**src/rtl/ras_ctrl.sv**
```systemverilog
// Return-address-stack controller: forwards fetch push/pop strobes, tracks the
// uncommitted speculative push/pop balance, and unwinds that balance on a flush.
module ras_ctrl #(
    parameter int RAS_SIZE = 16,
    parameter int CNT_W    = 6
) (
    input  logic                    clk,
    input  logic                    reset,
    input  logic                    f_valid,
    input  logic                    f_is_call,
    input  logic                    f_is_ret,
    input  logic [31:0]             f_ret_pc,
    input  logic                    c_valid,
    input  logic                    c_is_call,
    input  logic                    c_is_ret,
    input  logic                    flush,
    output logic                    ras_push,
    output logic                    ras_pop,
    output logic [31:0]             ras_ret_pc_push,
    output logic                    f_ready,
    output logic                    busy,
    output logic signed [CNT_W-1:0] pend_net,
    output logic                    lost
);
    localparam int PC_W    = $clog2(RAS_SIZE + 1);
    localparam int NET_MAX = 2 ** (CNT_W - 1) - 1;
    localparam int NET_MIN = -(2 ** (CNT_W - 1));

    typedef enum logic [1:0] {
        IDLE,
        UNWIND,
        SETTLE
    } state_e;

    state_e                  state_q, state_d;
    logic signed [CNT_W-1:0] pend_q, pend_d;
    logic [PC_W-1:0]         pops_q, pops_d;
    logic                    lost_q, lost_d;

    logic                    push_c;
    logic                    pop_c;
    int                      net_sum;
    logic signed [CNT_W-1:0] net_n;

    function automatic logic signed [CNT_W-1:0] sat_net(input int v);
        if (v > NET_MAX) return CNT_W'(NET_MAX);
        if (v < NET_MIN) return CNT_W'(NET_MIN);
        return CNT_W'(v);
    endfunction

    function automatic logic [PC_W-1:0] pop_limit(input int n);
        if (n > RAS_SIZE) return PC_W'(RAS_SIZE);
        return PC_W'(n);
    endfunction

    always_ff @(posedge clk) begin
        if (reset) begin
            state_q <= IDLE;
            pend_q  <= '0;
            pops_q  <= '0;
            lost_q  <= 1'b0;
        end else begin
            state_q <= state_d;
            pend_q  <= pend_d;
            pops_q  <= pops_d;
            lost_q  <= lost_d;
        end
    end

    always_comb begin
        state_d = state_q;
        pend_d  = pend_q;
        pops_d  = pops_q;
        lost_d  = 1'b0;
        push_c  = 1'b0;
        pop_c   = 1'b0;
        f_ready = 1'b0;
        busy    = 1'b0;
        net_sum = int'(pend_q);
        net_n   = pend_q;

        unique case (state_q)
            IDLE: begin
                f_ready = !flush;
                if (f_ready && f_valid) begin
                    // A simultaneous call+return is illegal; it is handled as a call.
                    if (f_is_call) begin
                        push_c  = 1'b1;
                        net_sum = net_sum + 1;
                    end else if (f_is_ret) begin
                        pop_c   = 1'b1;
                        net_sum = net_sum - 1;
                    end
                end
                if (c_valid) begin
                    if (c_is_call)     net_sum = net_sum - 1;
                    else if (c_is_ret) net_sum = net_sum + 1;
                end
                net_n = sat_net(net_sum);

                // Commit has already been folded into net_n when the flush is judged.
                if (flush) begin
                    if (net_n > 0) begin
                        state_d = UNWIND;
                        pend_d  = net_n;
                        pops_d  = pop_limit(int'(net_n));
                    end else begin
                        lost_d  = (net_n < 0);
                        pend_d  = '0;
                    end
                end else begin
                    pend_d = net_n;
                end
            end
            UNWIND: begin
                busy   = 1'b1;
                pop_c  = 1'b1;
                pops_d = pops_q - PC_W'(1);
                if (pops_q <= PC_W'(1)) begin
                    state_d = SETTLE;
                    pend_d  = '0;
                end
            end
            SETTLE: begin
                busy    = 1'b1;
                state_d = IDLE;
            end
            default: begin
                state_d = IDLE;
            end
        endcase
    end

    // Strobes are forced low while reset is held, independent of state.
    assign ras_push        = push_c && !reset;
    assign ras_pop         = pop_c && !reset;
    assign ras_ret_pc_push = push_c ? f_ret_pc : '0;
    assign pend_net        = pend_q;
    assign lost            = lost_q;

endmodule

```
**config.mk**
```make
export PLATFORM = sky130hd
export DESIGN_NAME = ras_ctrl
export DESIGN_NICKNAME = d
export VERILOG_FILES = /design/src/rtl/ras_ctrl.sv
export SDC_FILE = /design/constraint.sdc
export NUM_CORES = 1
export LEC_CHECK = 0
export BUFFER_PORTS_ARGS = -buffer_cell sky130_fd_sc_hd__buf_2
export CAP_MARGIN = 20
export CORE_MARGIN = 5
export CORE_UTILIZATION = 54
export DETAILED_ROUTE_END_ITERATION = 10
export GPL_TIMING_DRIVEN = 0
export PLACE_DENSITY = 0.95
export SLEW_MARGIN = 40
export SYNTH_ARGS = -nofsm -noshare
export SYNTH_HDL_FRONTEND = slang
export SYNTH_SLANG_ARGS = --single-unit
export TNS_END_PERCENT = 5
```
**constraint.sdc**
```tcl
create_clock -name clk -period 12.05 [get_ports clk]
set_input_delay 1.8075 -clock clk [delete_from_list [all_inputs] [get_ports clk]]
set_output_delay 1.8075 -clock clk [all_outputs]
set_load 0.05 [all_outputs]
```
======== Word level (Yosys, flattened, before mapping) ========
Cells that the tools add are included.
storage, ports and cells
  register bits ........................... 14
  input port bits ......................... 41
  output and inout bits ................... 43
  word-level logic and storage cells ...... 79
cells by class
  add/sub/neg operators ................... 5
  $lt $le $gt $ge ......................... 6
  eq/ne operators ......................... 5
  mux-type cells .......................... 45
  bitwise gates (word level) .............. 2
  reduce and logical (&&, ||, !) cells .... 12
operators with widths
  kind                   count
  $mux 32                9
  $mux 6                 8
  $add 32x2->32 const B  1
  $gt 32x6->1 const B    1
  $lt 32x6->1 const B    1
  $sub 32x2->32 const B  1
  $mux 5                 4
  $mux 1                 17
  $pmux 6 s2             1
  $pmux 5 s2             1
  $add 6x2->7 const B    1
  $sub 6x2->7 const B    1
  $gt 6x1->1 const B     1
  $gt 6x6->1 const B     1
  $lt 6x1->1 const B     1
  $mux 2                 3
  $ne 2x2->1 const B     3
  $reduce_and 3->1       2
  $le 5x1->1 const B     1
  $sub 5x1->5 const B    1
  $pmux 2 s2             1
  $reduce_or 4->1        1
  $logic_and 1x1->1      3
  $eq 2x1->1 const B     1
  8 further kinds        10

======== Depth between registers and ports, before layout ========
  word-level depth ........................ 27
  gate-level depth with buffers ........... 20
  gate-level depth less buffers ........... 19

======== Worst setup path before layout ========
OpenSTA, ideal clock, no wires.
  path kind ............................... input to register
  start point ............................. input port f_is_call
  end point ............................... register pops_q[3]
  library setup time ...................... 0.086 ns
  arrival ................................. 5.508 ns
  required time ........................... 11.964 ns
  slack ................................... 6.457 ns
  stages on the path ...................... 17
  buffers on the path ..................... 1
  cell sequence ........................... or4b_1 o22ai_2 xor2_2 and4_4 and2_1 clkbuf_1 nand4_1 ha_1 nand4bb_1 or4_1 o41a_1 o221ai_1 and4_1 a31oi_1 o21bai_1 a221oi_1 a211oi_1
between the ends
  longest elaborated chain between the ends .. 24
  elaborated cells on any way between the ends .. 32
  those cells by class .................... add/sub: 2; order compare: 4; eq/ne: 1; mux: 24; reduce/logical: 1
ends and longest elaborated chain
  what                  line  source
  start, declared       10    input logic f_is_call,
  $mux 32 *             87    if (f_is_call) begin
  $mux 32 *             85    if (f_ready && f_valid) begin
  $mux 32 *             82    unique case (state_q)
  $add 32x2->32         97    else if (c_is_ret) net_sum = net_sum + 1;
  $mux 32               97
  $mux 32               96    if (c_is_call) net_sum = net_sum - 1;
  $mux 32 *             95    if (c_valid) begin
  $mux 32 *             82
  [8 not listed]        -
  $mux 1                52    if (n > RAS_SIZE) return PC_W'(RAS_SIZE);
  $mux 1                103   if (net_n > 0) begin
  $mux 1                102   if (flush) begin
  $mux 1                82
  $mux 5                53    return PC_W'(n);
  $mux 5                103
  $mux 5                102
  $pmux 5 s2            82
  end signal, assigned  65    pops_q <= pops_d;
  end, declared         37    logic [PC_W-1:0] pops_q, pops_d;
Mark *: on every way between the ends. The rest lies on a longest branch, timed or not. The select of a mux whose other input is x is not followed.
A chain may end at the register's enable or synchronous reset.

======== Final worst setup path ========
  start point ............................. input port f_is_call
  end point ............................... register pops_q[1]
The elaborated chain is that of the path after synthesis.

==> flow_metrics.py <==
metrics = {
    "power": {
        "internal_power_w": 0.000233,
        "p_per_area_nw_per_um2": 199,
        "max-vdd-ir-drop_mv": 0.104,
        "p_sw_frac": 0.562,
        "p_switching_w": 0.000300,
        "p_seq_frac": 0.155,
        "clkPwrFrac": 0.088,
        "p_leak_nw": 1.24,
        "pwr-share-comb": 0.758,
    },
    "logic_synthesis": {
        "ys_seq_elements": 14,
        "synth_area_per_cell_um2": 7.30,
        "yosysWarnings": 0,
        "ys_types": 62,
        "yosysTopAreaCellShare": 0.134,
        "syn_area_um2": 2150,
        "syn-num-nets": 358,
        "synth_top_flop_cell": "dfxtp_1",
        "synth_cells": 294,
        "yosysSeqAreaShare": 0.131,
        "synth_enable_flop_cells": 0,
        "synthArstFlopShare": 0,
        "synth_top_cell_by_area": "ha_1",
        "synth_area_leaders": "ha_1 13%, dfxtp_1 13%, and2_1 11%",
    },
    "setup_path": {
        "critical_path_required_ns": 12.21,
        "cp-start-kind": "input port",
        "critical-path-slowest-cell": "a211oi_1",
        "path_max_fanout": 10,
        "critical_path.max_stage_delay_ns": 0.54,
        "end_kind": "flop",
        "path_cells": "buf_2, clkbuf_1, nand3b_1, a22o_1, or2_0, a211oi_1, and2_1, buf_2, nand3_1, ha_1, nor4_1, a21oi_1, nor4_1, a21boi_0, a311oi_2, a31oi_1, a21boi_2, a221oi_1, a211oi_1",
        "criticalPathCategory": "input port to flop",
        "crit_arrival_ns": 6.48,
    },
    "final_layout": {
        "diodes": 0,
        "nFillCells": 301,
        "final_core_util": 0.685,
        "drive_gt1_frac": 0.265,
        "nets": 446,
        "final_common_cell": "buf_2",
        "layout_common_cells": "84 x buf_2, 37 x and2_1, 30 x nand2_1, 23 x ha_1, 16 x inv_1",
        "postLayoutCellArea_um2": 2680,
        "areaGrowthSynthToFinish_pct": 24.8,
    },
    "job": {
        "drv_cap": 0,
    },
    "die": {
        "initial_utilization": 0.549,
        "rows": 23,
        "dieArea_um2": 5340,
        "core_um2": 3910,
        "ios": 84,
        "fp.dieH_um": 73.1,
        "die_width_um": 73.1,
    },
    "clocking": {
        "tritoncts": "yes",
        "cts_buffers": 3,
        "clk_pin_slew_ns": 0.06,
        "htree_levels": 1,
        "post_cts_buffers": 0,
        "cts-resized-gates": 0,
        "cts_num_sinks": 14,
        "cts_buffer_depth": 2,
        "cts_hold_buf": 0,
        "cts_root_buffer": "clkbuf_8",
        "clk_latency_ns": 0.25,
    },
    "timing": {
        "setup_ws_ns": 5.72,
        "worst_pin_slew_ns": 0.746,
        "min_period_over_period": 0.525,
        "worst_clock_skew_ns": 0.00480,
        "finalHoldViolations": 0,
        "finalSetupViolCount": 0,
        "finalSetupTns_ns": 0,
        "fin_crit_ns": 6.33,
        "drv_slew": 0,
        "max_slew_margin": 0.503,
        "timing.fmax_mhz": 158,
        "rsz0062_at_grt": "false",
    },
    "placement": {
        "port-buffer-count": 83,
        "routabilityCongestion": 0.863,
        "place_area_um2": 2630,
        "dpl.hpwl_um": 5610,
        "pre_cts_slack_ns": 5.57,
    },
    "detailed_routing": {
        "vias": 2638,
        "drt-vias-per-instance": 6.12,
        "first_pass_iters": 6,
        "drc": 0,
        "postRouteAntennaNets": 0,
        "wire_per_inst_um": 15.7,
        "drt_iter0_drc": 204,
        "drt-total-wl_um": 6780,
    },
    "grt": {
        "track_usage": 0.252,
        "first_global_vias": 2530,
        "grt_pass1_wl_um": 11000,
        "antenna_found_initial": 0,
        "grt_overflow_total": 0,
        "grt_start_max_net_pins": 16,
    },
    "min_path": {
        "hp-class": "flop to flop",
    },
    "status": {
        "outcome": "completed",
    },
}
logic make-up (layout without fill, tap and decap cells):
logic type / count (synthesis) / count (layout) / synth area share
multiplexers: 2 / 2 / 0.00932
adder cells (fa/ha/maj): 23 / 23 / 0.134
XOR/XNOR: 8 / 8 / 0.0431
buffers and inverters: 30 / 117 / 0.0530
AO/OA/AOI/OAI: 70 / 70 / 0.251
flip-flops: 14 / 14 / 0.131
AND/OR/NAND/NOR: 147 / 147 / 0.379
stage by stage:
| stage | cells | power [W] | hold slack [ns] |
|---|---|---|---|
| floorplan | 294 | 0.000389 | 0.444 |
| global placement | 427 | 0.000460 | 0.461 |
| detailed placement | 427 | 0.000477 | 0.495 |
| CTS | 431 | 0.000527 | 0.503 |
| global route | 431 | 0.000574 | 0.531 |
| finish | 431 | 0.000533 | 0.537 |
area by class of cell:
class | instances | area, um^2 | area share
sequential | 14 | 280 | 0.105
inverter | 18 | 67.6 | 0.0252
timing repair buffer | 83 | 415 | 0.155
multi-input combinational | 250 | 1750 | 0.654
clock buffer | 4 | 55.1 | 0.0205
tap | 50 | 62.6 | 0.0233
buffer | 12 | 46.3 | 0.0173
Yosys cell counts, drive strengths merged (2+ instances only):
library cell  instances
a221oi                3
xor2                  3
o211ai                2
dfxtp                14
nand2b                3
a21boi                5
a211oi                6
a21oi                13
and2                 37
nand4                 9
clkbuf               11
o21ai                 9
a31oi                 3
o32ai                 2
nor3b                 2
or3                   2
ha                   23
inv                  17
nand2                30
nor2b                 2
a22o                  5
a311oi                2
nor3                 10
nor2                 16
nand3                14
o221ai                2
xnor2                 5
o21bai                4
o2bb2ai               2
a41oi                 2
nor4b                 3
nor4                  7
nand3b                3
mux2i                 2
and4                  2
power by group through the flow:
stage / Combinational (W) / Clock, W / Sequential, W
floorplan: 0.000288 / 0 / 0.000101
global route: 0.000441 / 0.0000479 / 0.0000844
global placement: 0.000379 / 0 / 0.0000816
CTS: 0.000398 / 0.0000470 / 0.0000818
detailed placement: 0.000395 / 0 / 0.0000826
finish: 0.000404 / 0.0000467 / 0.0000824
routing by layer:
metal  GRT usage  share of wire
met1       0.293           0.38
met2       0.444           0.50
met3      0.0496          0.088
met4       0.105          0.033
met5           0              0
critical path, delay by kind of cell:
family	cells	cell delay, ns
buf+inv	3	0.49
fa+ha+maj	1	0.31
simple gates	6	1.48
compound gates	9	2.39
final timing paths:
path               start         end  slack (ns)  depth (start not counted)
max            f_is_call   pops_q[1]        5.72                         19
min           state_q[1]  state_q[1]        0.54                          2
min reg2reg   state_q[1]  state_q[1]        0.54                          2
max reg2reg  pend_net[0]   pops_q[1]        6.98                         18
flip-flops by register name, indices dropped and copies added, names as in the netlist:
name      count
lost          1
state_q       2
pend_net      6
pops_q        5
No activity file was read; power rests on OpenSTA's default activity.
